[src/rtl/polar_to_rect.sv]
// polar_to_rect: fully pipelined rotation-mode CORDIC, (magnitude, phase) -> (x, y)
// scaled by the CORDIC gain K; latency NSTAGES+2 clock-enabled edges.
module polar_to_rect #(
    parameter int IW      = 12,
    parameter int PW      = 19,
    parameter int OW      = 14,
    parameter int WW      = 18,
    parameter int NSTAGES = 16
) (
    input  logic                 i_clk,
    input  logic                 i_reset_n,
    input  logic                 i_ce,
    input  logic [IW-1:0]        i_mag,
    input  logic [PW-1:0]        i_phase,
    input  logic                 i_aux,
    output logic signed [OW-1:0] o_xval,
    output logic signed [OW-1:0] o_yval,
    output logic                 o_aux
);
    typedef logic signed [WW-1:0] xy_t;
    typedef logic signed [PW:0]   z_t;
    // round(atan(2^-i) * 2^PW / (2*pi)) for PW = 19
    localparam int ATAN [0:15] = '{65536, 38688, 20442, 10377, 5208, 2607, 1304, 652,
                                   326, 163, 81, 41, 20, 10, 5, 3};
    xy_t            r_x [0:NSTAGES];
    xy_t            r_y [0:NSTAGES];
    z_t             r_z [0:NSTAGES-1];
    logic [NSTAGES:0] r_aux;
    xy_t            w_m, w_x0, w_y0;
    z_t             w_z0;
    logic [1:0]     w_quad;
    // Quadrant pre-rotation leaves only the residual angle below 90 degrees.
    always_comb begin
        w_quad = i_phase[PW-1:PW-2];
        w_m    = xy_t'({i_mag, 4'b0000});
        w_x0   = (w_quad == 2'b00) ? w_m : (w_quad == 2'b10) ? -w_m : '0;
        w_y0   = (w_quad == 2'b01) ? w_m : (w_quad == 2'b11) ? -w_m : '0;
        w_z0   = z_t'({1'b0, i_phase[PW-3:0]});
    end
    always_ff @(posedge i_clk or negedge i_reset_n) begin
        if (!i_reset_n) begin
            for (int i = 0; i <= NSTAGES; i++) begin
                r_x[i] <= '0;
                r_y[i] <= '0;
            end
            for (int i = 0; i < NSTAGES; i++) r_z[i] <= '0;
            r_aux  <= '0;
            o_xval <= '0;
            o_yval <= '0;
            o_aux  <= 1'b0;
        end else if (i_ce) begin
            r_x[0] <= w_x0;
            r_y[0] <= w_y0;
            r_z[0] <= w_z0;
            for (int i = 0; i < NSTAGES; i++) begin
                r_x[i+1] <= r_z[i][PW] ? r_x[i] + (r_y[i] >>> i) : r_x[i] - (r_y[i] >>> i);
                r_y[i+1] <= r_z[i][PW] ? r_y[i] - (r_x[i] >>> i) : r_y[i] + (r_x[i] >>> i);
            end
            for (int i = 0; i < NSTAGES-1; i++)
                r_z[i+1] <= r_z[i][PW] ? r_z[i] + z_t'(ATAN[i]) : r_z[i] - z_t'(ATAN[i]);
            r_aux  <= {r_aux[NSTAGES-1:0], i_aux};
            o_xval <= OW'((r_x[NSTAGES] + xy_t'(8)) >>> 4);
            o_yval <= OW'((r_y[NSTAGES] + xy_t'(8)) >>> 4);
            o_aux  <= r_aux[NSTAGES];
        end
    end
endmodule

[config.mk]
export PLATFORM = sky130hd
export DESIGN_NAME = polar_to_rect
export DESIGN_NICKNAME = d
export VERILOG_FILES = /design/src/rtl/polar_to_rect.sv
export SDC_FILE = /design/constraint.sdc
export NUM_CORES = 2
export LEC_CHECK = 0
export CAP_MARGIN = 0
export CORE_ASPECT_RATIO = 1.2
export CORE_MARGIN = 2
export CORE_UTILIZATION = 40
export DETAILED_ROUTE_END_ITERATION = 8
export GPL_ROUTABILITY_DRIVEN = 0
export MAX_ROUTING_LAYER = met4
export PLACE_DENSITY = 0.54
export SLEW_MARGIN = 40
export SYNTH_ARGS = -nofsm -noshare
export SYNTH_HDL_FRONTEND = slang
export SYNTH_SLANG_ARGS = --single-unit
[constraint.sdc]
create_clock -name i_clk -period 3.5 [get_ports i_clk]
set_input_delay 0.7 -clock i_clk [delete_from_list [all_inputs] [get_ports i_clk]]
set_output_delay 0.7 -clock i_clk [all_outputs]
set_load 0.05 [all_outputs]
==> key figures <==
Die
  • Row Count: 173
  • Core Area: 0.1851 mm2
  • Die Area: 0.1895 mm2
  • Initial Util: 0.4021
  • Chip Height: 476.5 um
  • Die width: 397.8 um
  • Io pins: 64

Timing
  • Worst Tran Pin Value: between 700 and 800 ps
  • Slew headroom: 0.4771
  • Final Max Tran Viols: 0
  • Max Fclk: 285.3 MHz
  • Setup violators final: 1
  • Final Hold Viols: 0
  • Hold_ws: 434.0 ps
  • Min cycle time layout: 3504 ps
  • Tcrit/Tclk final: 1.001
  • Final WS setup: -4.497 ps
  • Setup Skew: approximately 31 ps
  • Unrepaired setup endpoints after global routing: true

Synthesis
  • Seq cells post-synth: just over 900
  • Ys async rst share: 1.000
  • Cells after Synth: about 8000
  • Yosys warns: 0
  • Number of synthesized flops with an enable pin: 0
  • Distinct cell type count after synthesis: 102
  • Post-synthesis sequential area ratio: 0.3093
  • Area contributors post-synth: dfrtp_1 31%, ha_1 14%, mux2_2 8.1%
  • Cell Area, Synth: 0.07442 mm2
  • Top cell type by total area after synthesis: dfrtp_1
  • Synthesized Nets: 8941
  • Main flop type after synthesis: dfrtp_1
  • Avg Inst Size Synth: 9.254 um2
  • Post-synth top area share: 0.3093

Run status
  • Violations in the final reports: setup timing
  • Status: finished, violations left

Final layout
  • Fin cells: 11080
  • Layout fillers: 17580
  • Register area: ~0.023 mm2
  • Syn-to-layout area delta: 16.74%
  • Nets: between 9000 and 10000
  • Footprint of the multi-input gates: 0.05025 mm2
  • Share of cells above drive strength 1: 0.1827

Route
  • Routed WL: 192100 um
  • Number of detailed-route iterations in the first pass: 5
  • Iteration-0 DRC Markers: ~2700
  • DRC: 0
  • Post-route ant nets: 0
  • Via count: 60300
  • Routed wire length per instance: approximately 17 um
  • Avg Vias per Cell: roughly 5.4

Placement
  • Placed Cells: 10840
  • Dpl hpwl: ~150000 um
  • IO buf count: 63

GRT
  • Initial antenna violation count: 2
  • First-pass GRT wire length: approximately 310000 um
  • Total track usage: 0.2054
  • Largest net degree at the start of global routing: around 120
  • Vias in the first global route: 59430
  • Grt ovf: 0

Critical path
  • Critical path required time: 4110 ps
  • CP Class: reg -> reg
  • CP Launch Type: flop
  • CP Max Fanout: 3
  • Worst setup EP type: flop
  • Crit path arrival time: 4110 ps

CTS
  • Worst-path clk slew: 60 ps
  • TritonCTS clock tree: yes
  • Clock Path Buffers: 3
  • CTS sink cnt: 920
  • CTS Buf Count: roughly 110
  • H-tree Lvls: 3
  • CTS Root Cell: clkbuf_16
  • Worst-Skew Late Latency: 750 ps

Min path
  • Hold WC Path Type: in -> async

Job
  • Max-cap violations: 0
## layout make-up
cell class / count / area share
Antenna cell: 2 / 0.00005760
Clock buffer: 148 / 0.03600
Clock inverter: 59 / 0.009764
Inverter: 398 / 0.01737
Multi-Input combinational cell: 6491 / 0.5783
Sequential cell: 920 / 0.2651
Tap cell: 2450 / 0.03528
Timing Repair Buffer: 607 / 0.05812
## metrics by stage
step                      utilization  setup TNS, ps  worst slack, ps  instance area, um2
after floorplan                     -         -6.084           -6.084               74490
after global placement         0.4403         -430.0           -78.51               81480
after detailed placement       0.4403         -885.1           -115.5               81480
after CTS                      0.4624              0            6.542               85580
after global routing           0.4695          -1010           -162.3               86880
final                          0.4695         -4.497           -4.497               86880
## timing repair
item | 4_1_cts | 5_1_grt
hold buffers | 1 | 0
setup endpoints to repair | 25 | 147
hold endpoints to repair | 15 | 0
buffers inserted | 2 | 28
resized for setup | 29 | 242
pin swaps | 9 | 100
## cell usage in the layout, fill, tap and decap left out, drive strengths merged, types with 23 or more instances in the layout
cell	netlist	final
a211o	34	34
o21a	106	106
o2bb2ai	23	23
nand2	430	430
nor3	202	202
o21ai	420	420
nor4	43	43
nor2	600	600
and2	35	35
buf	56	545
o41ai	34	34
a31o	25	25
mux2	533	533
o21bai	83	83
inv	396	399
clkinv	2	29
nand3	156	156
clkdlybuf4s50	0	61
a211oi	90	90
nand2b	70	70
a31oi	87	87
o31ai	85	85
o22ai	26	26
or3	73	73
a21boi	23	23
mux2i	77	77
a21o	213	213
clkbuf	177	148
a21oi	762	762
xnor2	577	577
o211ai	62	62
ha	824	824
or2	27	27
and3	69	69
nor2b	77	77
nand4	40	40
xor2	253	253
nand3b	36	36
fa	40	40
dfrtp	920	920
## worst max-delay path: stages, from the launching register on
cell and delay (ps):
dfrtp_1 380, or4_4 560, nor3_4 180, nand2_1 90, nor2_2 150, a21oi_2 80
xor2_1 140, ha_1 320, and3_4 160, and3_4 140, a211oi_2 120, a21bo_2 280
a211o_1 310, a21oi_2 130, xnor2_1 80, mux2_4 250
## logic make-up (layout without fill, tap and decap cells)
logic type               after synthesis  in the layout  share of synthesized area
other                                  0              2                          0
adder cells (fa/ha/maj)              864            864                     0.1493
multiplexers                         610            610                    0.09117
buffers and inverters                631           1212                    0.03184
XOR/XNOR                             831            831                    0.09810
AND/OR/NAND/NOR                     1949           1949                     0.1279
AO/OA/AOI/OAI                       2237           2237                     0.1924
flip-flops                           920            920                     0.3093
## per-layer routing
layer,up-vias,GRT usage,share of wire
met3,257,0.01851,0.024
met5,-,-,0
met4,0,0.06272,0.032
met2,691,0.3394,0.48
met1,29050,0.2657,0.47
li1,30300,-,-
## sequential cells by signal (all words and copies together), names as in the netlist
signal and count:
r_x 288, o_aux 1, r_aux 17, o_yval 14, o_xval 14, r_y 291
r_z 295
## path summary, 6_finish.rpt
check / start / to / slack, ps / cells past startpoint
max: r_y[207]$_DFFE_PN0P_ / r_x[195]$_DFFE_PN0P_ / -4 / 15
min: i_reset_n / r_x[226]$_DFFE_PN0P_ / 430 / 2
max reg2reg: r_y[207]$_DFFE_PN0P_ / r_x[195]$_DFFE_PN0P_ / -4 / 15
min reg2reg: r_z[316]$_DFFE_PN0P_ / r_z[298]$_DFFE_PN0P_ / 470 / 1
max in group asynchronous: i_reset_n / r_x[51]$_DFFE_PN0P_ / 1850 / 4
min in group i_clk: i_ce / r_x[103]$_DFFE_PN0P_ / 440 / 3
## Yosys cell counts, drive strengths merged (18+ instances only)
master and n:
or4 18, and2 35, nor4 43, inv 396
a21o 213, a211oi 90, nand4 40, xnor2 577
nor2 600, buf 56, xor2 253, or3 73
nor3 202, clkbuf 177, fa 40, a31oi 87
o21ai 420, a2111oi 18, a21boi 23, ha 824
and3 69, nand2 430, mux2i 77, or2 27
mux2 533, a31o 25, o31ai 85, o41ai 34
o21a 106, nand3 156, o211ai 62, nor3b 22
dfrtp 920, o21bai 83, nor2b 77, a21oi 762
nand2b 70, a211o 34, nand4b 18, nand3b 36
o2bb2ai 23, o22ai 26, o311ai 20
Power is not shown: default switching activity piles up to over one toggle a cycle in this logic, so the estimate is an artifact.
